### config.mk
export PLATFORM = sky130hd
export DESIGN_NAME = proc_control_unit
export DESIGN_NICKNAME = d
export VERILOG_FILES = /design/src/rtl/proc_control_unit.sv
export SDC_FILE = /design/constraint.sdc
export NUM_CORES = 1
export LEC_CHECK = 0
export CAP_MARGIN = 40
export CORE_UTILIZATION = 36
export CTS_BUF_LIST = sky130_fd_sc_hd__clkbuf_4 sky130_fd_sc_hd__clkbuf_8 sky130_fd_sc_hd__clkbuf_16
export DETAILED_ROUTE_END_ITERATION = 6
export PLACE_DENSITY = 0.81
export RECOVER_POWER = 50
export SLEW_MARGIN = 20
export SYNTH_ARGS = -nofsm -noshare
export SYNTH_HDL_FRONTEND = slang
export SYNTH_SLANG_ARGS = --single-unit
### constraint.sdc
create_clock -name clk -period 1.6 [get_ports clk]
set_clock_uncertainty 0.1 [all_clocks]
set_input_delay 0.48 -clock clk [delete_from_list [all_inputs] [get_ports clk]]
set_output_delay 0.48 -clock clk [all_outputs]
set_load 0.005 [all_outputs]
### src/rtl/proc_control_unit.sv
// proc_control_unit: instruction sequencer for the bus-based processor.
// Latches a 9-bit instruction (op, X, Y) from DIN and steps it through
// timesteps T0..T3, driving the shared bus mux select and register load enables.
//
// Ports
//   clk      : rising-edge clock
//   rst_n    : asynchronous active-low reset
//   run      : start request, sampled only in T0
//   ir_in    : instruction word (DIN), captured in T0 when run=1
//   ir_ld    : IR load strobe (T0 & run)
//   bus_sel  : bus mux channel (0..NREG-1 = Rx, NREG = DIN, NREG+1 = G)
//   r_en     : one-hot general register load enables
//   a_en     : A register load
//   g_en     : G register load
//   add_sub  : ALU op for the G load, 0 = add, 1 = sub
//   done     : one-cycle instruction-complete pulse
module proc_control_unit #(
  parameter int unsigned REG_AW = 3,
  parameter int unsigned NREG   = 2**REG_AW,
  parameter int unsigned IR_W   = 3 + 2*REG_AW,
  parameter int unsigned SEL_W  = $clog2(NREG+2)
) (
  input  logic             clk,
  input  logic             rst_n,
  input  logic             run,
  input  logic [IR_W-1:0]  ir_in,
  output logic             ir_ld,
  output logic [SEL_W-1:0] bus_sel,
  output logic [NREG-1:0]  r_en,
  output logic             a_en,
  output logic             g_en,
  output logic             add_sub,
  output logic             done
);

  localparam logic [2:0] OP_MV  = 3'b000;
  localparam logic [2:0] OP_MVI = 3'b001;
  localparam logic [2:0] OP_ADD = 3'b010;
  localparam logic [2:0] OP_SUB = 3'b011;

  localparam logic [SEL_W-1:0] SEL_DIN = SEL_W'(NREG);
  localparam logic [SEL_W-1:0] SEL_G   = SEL_W'(NREG + 1);

  typedef enum logic [1:0] {
    T0 = 2'd0,
    T1 = 2'd1,
    T2 = 2'd2,
    T3 = 2'd3
  } state_t;

  state_t            state_q;
  state_t            state_d;
  logic [IR_W-1:0]   ir_q;

  logic [2:0]        op;
  logic [REG_AW-1:0] rx;
  logic [REG_AW-1:0] ry;
  logic [NREG-1:0]   rx_onehot;
  logic              is_alu;

  logic              ir_ld_c;
  logic [SEL_W-1:0]  bus_sel_c;
  logic [NREG-1:0]   r_en_c;
  logic              a_en_c;
  logic              g_en_c;
  logic              add_sub_c;
  logic              done_c;

  // Instruction field decode
  assign op        = ir_q[IR_W-1 -: 3];
  assign rx        = ir_q[2*REG_AW-1 -: REG_AW];
  assign ry        = ir_q[REG_AW-1:0];
  assign rx_onehot = NREG'(1) << rx;
  assign is_alu    = (op == OP_ADD) || (op == OP_SUB);

  // State and instruction register
  always_ff @(posedge clk or negedge rst_n) begin
    if (!rst_n) begin
      state_q <= T0;
      ir_q    <= '0;
    end else begin
      state_q <= state_d;
      if ((state_q == T0) && run) begin
        ir_q <= ir_in;
      end
    end
  end

  // Next-state and timestep decode
  always_comb begin
    state_d   = state_q;
    ir_ld_c   = 1'b0;
    bus_sel_c = '0;
    r_en_c    = '0;
    a_en_c    = 1'b0;
    g_en_c    = 1'b0;
    add_sub_c = 1'b0;
    done_c    = 1'b0;

    unique case (state_q)
      T0: begin
        ir_ld_c = run;
        state_d = run ? T1 : T0;
      end
      T1: begin
        state_d = T0;
        unique case (op)
          OP_MV: begin
            bus_sel_c = SEL_W'(ry);
            r_en_c    = rx_onehot;
            done_c    = 1'b1;
          end
          OP_MVI: begin
            bus_sel_c = SEL_DIN;
            r_en_c    = rx_onehot;
            done_c    = 1'b1;
          end
          OP_ADD, OP_SUB: begin
            bus_sel_c = SEL_W'(rx);
            a_en_c    = 1'b1;
            state_d   = T2;
          end
          default: begin
            done_c = 1'b1;
          end
        endcase
      end
      T2: begin
        state_d = T0;
        if (is_alu) begin
          bus_sel_c = SEL_W'(ry);
          g_en_c    = 1'b1;
          add_sub_c = (op == OP_SUB);
          state_d   = T3;
        end
      end
      T3: begin
        state_d = T0;
        if (is_alu) begin
          bus_sel_c = SEL_G;
          r_en_c    = rx_onehot;
          done_c    = 1'b1;
        end
      end
      default: begin
        state_d = T0;
      end
    endcase
  end

  // Force every output low while reset is asserted, independent of run
  assign ir_ld   = rst_n & ir_ld_c;
  assign bus_sel = rst_n ? bus_sel_c : '0;
  assign r_en    = rst_n ? r_en_c : '0;
  assign a_en    = rst_n & a_en_c;
  assign g_en    = rst_n & g_en_c;
  assign add_sub = rst_n & add_sub_c;
  assign done    = rst_n & done_c;

endmodule

==> Yosys cells after proc, flatten, opt, wreduce, memory -nomap -nowiden <==
Cells that the tools add are included.
{ "word_totals": {"register_bits": 11, "in_bits": 12, "out_inout_bits": 17, "word_cells": 42} }
{ "classes": {"n_eq_ne": 6, "shift": 1, "n_mux": 22, "bitwise": 5, "n_reduce_logical": 6} }
{ "op_table": {"columns": ["cell", "count"], "rows": [
  ["2-to-1 mux 8 bit", 3],
  ["one-hot mux 4 bit (3 select lines)", 2],
  ["one-hot mux 8 bit (2 select lines)", 1],
  ["2-to-1 mux 1 bit", 9],
  ["2-to-1 mux 4 bit", 2],
  ["one-hot mux 2 bit (4 select lines)", 1],
  ["<< shifter 1 x 3 -> 8 bit, first input constant", 1],
  ["equality test 3 x 2 -> 1 bit, second input constant", 2],
  ["AND 1 bit", 5],
  ["equality test 2 bit, second input constant", 2],
  ["2-to-1 mux 2 bit", 2],
  ["OR reduction 2 bit", 2],
  ["equality test 3 x 1 -> 1 bit, second input constant", 1],
  ["zero test 3 bit", 1],
  ["2-to-1 mux 3 bit", 1],
  ["equality test 2 x 1 -> 1 bit, second input constant", 1],
  ["zero test 2 bit", 1],
  ["one-hot mux 1 bit (2 select lines)", 1],
  ["logical AND 1 bit", 1],
  ["logical OR 1 bit", 1]
]} }

==> Logic depth before layout (Yosys ltp) <==
Gate-level depths: netlist of run 1.
{ "logic_depth": {"ltp_word": 5, "ltp_mapped": 4, "depth_no_buf": 3} }

==> Worst setup path after synthesis of run 1 <==
No wires, ideal clock.
{ "synth_timing": {"path_type": "register to output", "start": "register state_q[1]", "end": "output bus_sel[1]", "t_arrival_ns": 1.107, "required_time_ns": 1.020, "setup_slack_ns": -0.087, "stages_incl_launch_ff": 5, "n_path_buf": 1, "cell_sequence": "dfrtp_1 > buf_6 > nand2b_1 > o31ai_1 > a32o_1"} }
{ "synth_via": {"elab_chain_len": 3, "elab_cells_between_ends": 5, "classes_between": "eq/ne (3); mux (2)"} }
{ "synth_rtl": {"columns": ["element", "line_no", "text"], "rows": [
  ["start, declared", "51", "state_t state_q;"],
  ["start signal, assigned", "82", "state_q <= state_d;"],
  ["equality test 2 bit / equality test 2 x 1 -> 1 bit (equally long branches)", "100", "unique case (state_q)"],
  ["one-hot mux 4 bit (3 select lines) *", "100", null],
  ["2-to-1 mux 4 bit *", "153", "assign bus_sel = rst_n ? bus_sel_c : '0;"],
  ["end, declared", "28", "output logic [SEL_W-1:0] bus_sel,"]
]} }
Every way passes the cells marked *; elsewhere a longest branch is shown, timed or not.

==> Worst setup path in the final report of run 1 <==
Ends and elaborated chain as after synthesis.

==> results of run 1 <==
[per-layer routing]
layer	up-vias	track usage (%)	wire length (µm)
met3	4	3.20	94
li1	372	-	-
met4	0	9.09	46
met1	397	26.5	947
met2	30	46.8	1360
met5	-	0	0
[worst max-delay path, stage by stage, from the launching register on]
cell	delay, ns
dfrtp_1	0.41
buf_6	0.13
buf_4	0.13
nand3b_1	0.15
o31ai_4	0.10
a32o_1	0.23
buf_2	0.12
[registers in the layout, indices dropped and copies added (netlist names)]
name	cells
ir_q	9
state_q	2
[what timing repair did]
action	CTS	global route
buffers inserted	15	7
pin swaps	20	13
resized for setup	97	17
endpoints found under the setup margin	26	26
cloned	1	0
[cell usage after synthesis (2+ instances only)]
cell type  number  area, µm²
dfrtp_1        11        275
nand2_1         5       18.8
a32o_1          2       20.0
and2_1          2       12.5
nor2b_1         2       12.5
nor2_1         10       37.5
nand3b_1        3       22.5
mux2_2          9        101
a21oi_1         3       15.0
nand2b_1        4       25.0
nor3_1          2       10.0
[path summary, 6_finish.rpt]
path | cells after the start | endpoint | slack (ns) | startpoint
hold / removal | 3 | state_q[0] | 0.28 | rst_n
setup / recovery | 6 | bus_sel[1] | -0.52 | state_q[1]
min in group clk | 1 | ir_q[1] | 0.43 | ir_q[1]
hold reg to reg | 1 | ir_q[1] | 0.43 | ir_q[1]
max in group asynchronous | 4 | ir_q[7] | 0.71 | rst_n
setup reg to reg | 9 | ir_q[7] | -0.26 | state_q[1]
[logic make-up after synthesis]
logic type      Yosys count  synth area share (%)
simple gates             34                  28.1
buf+inv                   2                  2.47
xor+xnor                  1                  1.33
flops                    11                  41.8
compound gates           10                  10.8
mux                       9                  15.4
[power by group through the flow]
stage          Clock (µW)  Sequential (µW)  Combinational, µW
3_3_place_gp            0              533                676
5_1_grt               228              575               1200
6_report              213              559               1130
3_5_place_dp            0              541                701
4_1_cts               213              545                931
2_1_floorplan           0              493                418
[final cells by class]
class | count | area [µm²] | area share (%)
flip-flops and latches | 11 | 278 | 20.6
clock buffers | 4 | 30.0 | 2.23
repair buffers | 66 | 528 | 39.1
multi-input cells | 54 | 482 | 35.7
well taps | 25 | 31.3 | 2.32
[placed cells by master (no fill, tap or decap), types with 3 or more instances in the layout]
master / netlist / layout
clkbuf_4: 0 / 4
nand2_1: 5 / 4
nor2_1: 10 / 6
buf_2: 1 / 16
mux2_4: 0 / 4
clkbuf_1: 0 / 3
clkdlybuf4s50_1: 0 / 9
buf_6: 1 / 16
mux2_2: 9 / 5
nand3b_1: 3 / 3
buf_4: 0 / 21
nand2b_1: 4 / 3
dfrtp_1: 11 / 9
nor2_2: 1 / 3
[stage by stage]
stage               worst slack [ns]  setup TNS [ns]
floorplan                    -0.0276          -0.100
global placement               -1.05          -19.57
detailed placement             -1.09          -19.94
CTS                           -0.472           -6.44
global route                  -0.576          -10.16
finish                        -0.518           -8.77
==> metrics, run 1 <==
run status=finished with violations; failing checks=setup timing; wire per inst=15.3 µm; total congestion overflow=0; Die Span X=44.8 µm; sequential share of the synthesized area=41.8%; hpwl dp=1380 µm; # setup viols final=26; Final Hold Viols=0; Max H-tree Level=1; routed wire length=2450 µm; Peak Freq=0.472 GHz; final cell count without fillers=160; fin area=1350 µm²; CTS Root Cell=clkbuf_4; Syn Inst Count=67; placed cell count=136; chip height=44.8 µm; area of placed instances=1110 µm²; Core Area=1730 µm²; Crit path arrival time=1.54 ns; Residual DRC=0; clk_lat worst skew=0.27 ns; cell area after synthesis=658 µm²; DR vias=803; DR pass1 iterations=4; die footprint=2000 µm²; Ys Warns=0; Reg clk slew, reported paths=0.08 ns; NetSw=694 µW; Seq cells post-synth=11; power per cell area=1410 nW/µm²; Slew headroom=76.3%; synthesis-to-finish area growth=105%; Via density=5.02; Slew @ Worst Pin=0.355 ns; Leak=0.000628 µW; fin worst setup slack=-0.518 ns; layout cells sized above 1=65.2%; Diodes inserted=0; initial antenna violation count=0; PortBufs=28; first-pass GRT wire length=3460 µm; fin util=78.1%; largest fanout on the critical path=2; unrepaired setup endpoints after global routing=yes; CTS Buf Count=3; vias in the first global route=804; Switching Fraction=36.5%; FILL cells=120; Nets=148; Reg power frac=29.4%; worst hold path class=in -> async; Initial Utilization=38.1%; Starting DRT DRC Count=16; max-slew violations=0; Final period util=132%; GRT Total Usage=24.2%; Int Power=1210 µW; combinational power share=59.4%; CP Capture Type=output pin; # IOs=29; Startpoint Class=flop; power share of the clock group=11.2%; Net Count, Synth=79; Cell Rows=15; Tot Pwr=1900 µW; CTS Sinks=11; Worst VDD drop=1.15 mV; fraction of registers with async set/reset=100%; CTS tree=built; cts hold-fix bufs=0; critical path type=reg -> out; Unique masters post-synth=25; antenna viol nets, final=0; max-cap violation count=0; Longest Clk Path Bufs=2; CP required=1.02 ns; GP Congestion=0.822; pin count of the biggest net entering global routing=8; number of synthesized flops with an enable pin=0; min Tclk post-route=2.12 ns; hold slack=0.281 ns; syn_area_per_cell=9.82 µm²; top_reg_cell synth=dfrtp_1
Power figures use the tool's default switching activity.
==> run 2: changes to the inputs <==
--- a/config.mk
+++ b/config.mk
@@ -6,10 +6,11 @@
 export NUM_CORES = 1
 export LEC_CHECK = 0
 export CAP_MARGIN = 40
-export CORE_UTILIZATION = 36
+export CORE_MARGIN = 8
+export CORE_UTILIZATION = 30
 export CTS_BUF_LIST = sky130_fd_sc_hd__clkbuf_4 sky130_fd_sc_hd__clkbuf_8 sky130_fd_sc_hd__clkbuf_16
 export DETAILED_ROUTE_END_ITERATION = 6
-export PLACE_DENSITY = 0.81
+export PLACE_DENSITY = 0.71
 export RECOVER_POWER = 50
 export SLEW_MARGIN = 20
 export SYNTH_ARGS = -nofsm -noshare
==> metrics, run 2 (same netlist as run 1, synthesis figures left out) <==
run status=finished with violations (unchanged); failing checks=setup timing (unchanged); Residual DRC=0 (unchanged); Reg clk slew, reported paths=0.08 ns (about the same); number of flip-flops under the largest register name=9 (unchanged); critical path's slowest cell=dfrtp_1 (unchanged); Slew headroom=76.8% (was 76.3%); initial antenna violation count=0 (unchanged); Via density=4.89 (was 5.02); fin area=1370 µm² (was 1350 µm²); Crit Reg-Reg Endpoint=ir_q[3] (was ir_q[7]); total congestion overflow=0 (unchanged); Initial Utilization=30.6% (was 38.1%); # setup viols final=17 (was 26); antenna viol nets, final=0 (unchanged); Startpoint Class=flop (unchanged); routed wire length=2420 µm (was 2450 µm); CTS Sinks=11 (unchanged); Reg2Reg Launch Point=state_q[1] (unchanged); Diodes inserted=0 (unchanged); Starting DRT DRC Count=18 (was 16); critical path type=reg -> out (unchanged); Crit path arrival time=1.57 ns (was 1.54 ns); layout cells sized above 1=69.6% (was 65.2%); DR pass1 iterations=4 (unchanged); Max H-tree Level=1 (unchanged); area occupied by multi-input gates=482 µm² (unchanged); worst hold path class=in -> async (unchanged); biggest regs=ir_q: 9 flops, state_q: 2 flops (unchanged); # IOs=29 (unchanged); first-pass GRT wire length=3820 µm (was 3460 µm); Die Span X=62.8 µm (was 44.8 µm); Final period util=135% (was 132%); FF/Latch Area=279 µm² (was 278 µm²); unrepaired setup endpoints after global routing=yes (unchanged); hold slack=0.214 ns (was 0.281 ns); chip height=62.8 µm (was 44.8 µm); cts hold-fix bufs=0 (unchanged); CP required=1.02 ns (about the same); area of placed instances=1100 µm² (was 1110 µm²); max-slew violations=0 (unchanged); wire per inst=14.9 µm (was 15.3 µm); Slew @ Worst Pin=0.348 ns (was 0.355 ns); commonest non-fill, non-tap cell in the layout=buf_4 (unchanged); hpwl dp=1560 µm (was 1380 µm); Longest Clk Path Bufs=2 (unchanged); setup_tns=-7.84 ns (was -8.77 ns); critical path, cell by cell=and3b_1 -> nand3b_1 -> buf_6 -> buf_6 -> nor3_2 -> buf_2 (was buf_6 -> buf_4 -> nand3b_1 -> o31ai_4 -> a32o_1 -> buf_2); power per cell area=1340 nW/µm² (was 1410 nW/µm²); FILL cells=177 (was 120); Place WS=-1.15 ns (was -1.09 ns); commonest cells after routing, fill and taps aside=buf_4, buf_6, buf_2 (was buf_4, buf_2, buf_6); fin worst setup slack=-0.554 ns (was -0.518 ns); Final Hold Viols=0 (unchanged); Buf/Inv on CP=3 (unchanged); clk_lat worst skew=0.29 ns (was 0.27 ns); DR WL met3=142 µm (was 94 µm); largest register by flop count=ir_q (unchanged); vias in the first global route=873 (was 804); GP Congestion=0.778 (was 0.822); Leak=0.000611 µW (was 0.000628 µW); min Tclk post-route=2.15 ns (was 2.12 ns); CP most frequent cell=buf_6; Routed met2 length=1280 µm (was 1360 µm); PortBufs=28 (unchanged); max-cap violation count=0 (unchanged); Cell Rows=17 (was 15); pin count of the biggest net entering global routing=10 (was 8); synthesis-to-finish area growth=109% (was 105%); Worst R2R Path Depth=5 (was 9); Crit path max-delay family=simple AND/OR/NAND/NOR gates (was flip-flops); uppermost layer routed=met4 (unchanged); die footprint=3950 µm² (was 2000 µm²); met1 WL=938 µm (was 947 µm); Worst VDD drop=1.00 mV (was 1.15 mV); DR vias=797 (was 803); CTS Root Cell=clkbuf_4 (unchanged); CTS Buf Count=3 (unchanged); Core Area=2150 µm² (was 1730 µm²); Nets=148 (unchanged); R2R setup slack=0.06 ns (was -0.26 ns); max incr delay on CP=0.45 ns (was 0.41 ns); largest fanout on the critical path=5 (was 2); CP Capture Type=output pin (unchanged); Peak Freq=0.464 GHz (was 0.472 GHz); CTS tree=built (unchanged); GRT Total Usage=11.7% (was 24.2%)
-- run 2: routing by layer --
layer  track usage (%)  vias to the layer above
li1                  -                      377
met1              12.2                      386
met2              20.8                       29
met3              2.87                        5
met4              6.84                        0
met5                 0                        -
-- run 2: cell type report --
| cell class | instances | area share, % |
|---|---|---|
| well taps | 28 | 2.55 |
| flip-flops and latches | 11 | 20.3 |
| repair buffers | 66 | 39.9 |
| multi-input cells | 54 | 35.1 |
| clock buffers | 4 | 2.19 |
-- run 2: stage by stage --
step                std cells  utilization, %  power (µW)
global route              163            63.9        1960
global placement          137            51.4        1190
finish                    163            63.9        1850
floorplan                  67               -         911
CTS                       158            59.5        1690
detailed placement        137            51.4        1220
-- run 2: how the worst max path moves through the flow --
stage | from | end | slack (ns) | cells after the start
after floorplan | state_q[1] | bus_sel[1] | -0.03 | 4
final | ir_q[8] | r_en[0] | -0.55 | 6
after global routing | ir_q[8] | r_en[0] | -0.62 | 6
after global placement | rst_n | bus_sel[0] | -1.15 | 5
after detailed placement | rst_n | bus_sel[0] | -1.15 | 5
after CTS | state_q[1] | bus_sel[1] | -0.53 | 6
-- run 2: power by group --
part           internal [µW]  switching (µW)
Sequential               397             158
Clock                    114             109
Combinational            659             410
Total                   1170             676
-- run 2: worst min-delay path, stage by stage --
cell,delay [ns]
clkbuf_1,0.13
buf_4,0.13
clkbuf_1,0.26
-- run 2: repair_timing --
item,in CTS,in global routing
setup buffers,18,6
endpoints found under the setup margin,26,26
pin swaps,17,9
resized for setup,95,19
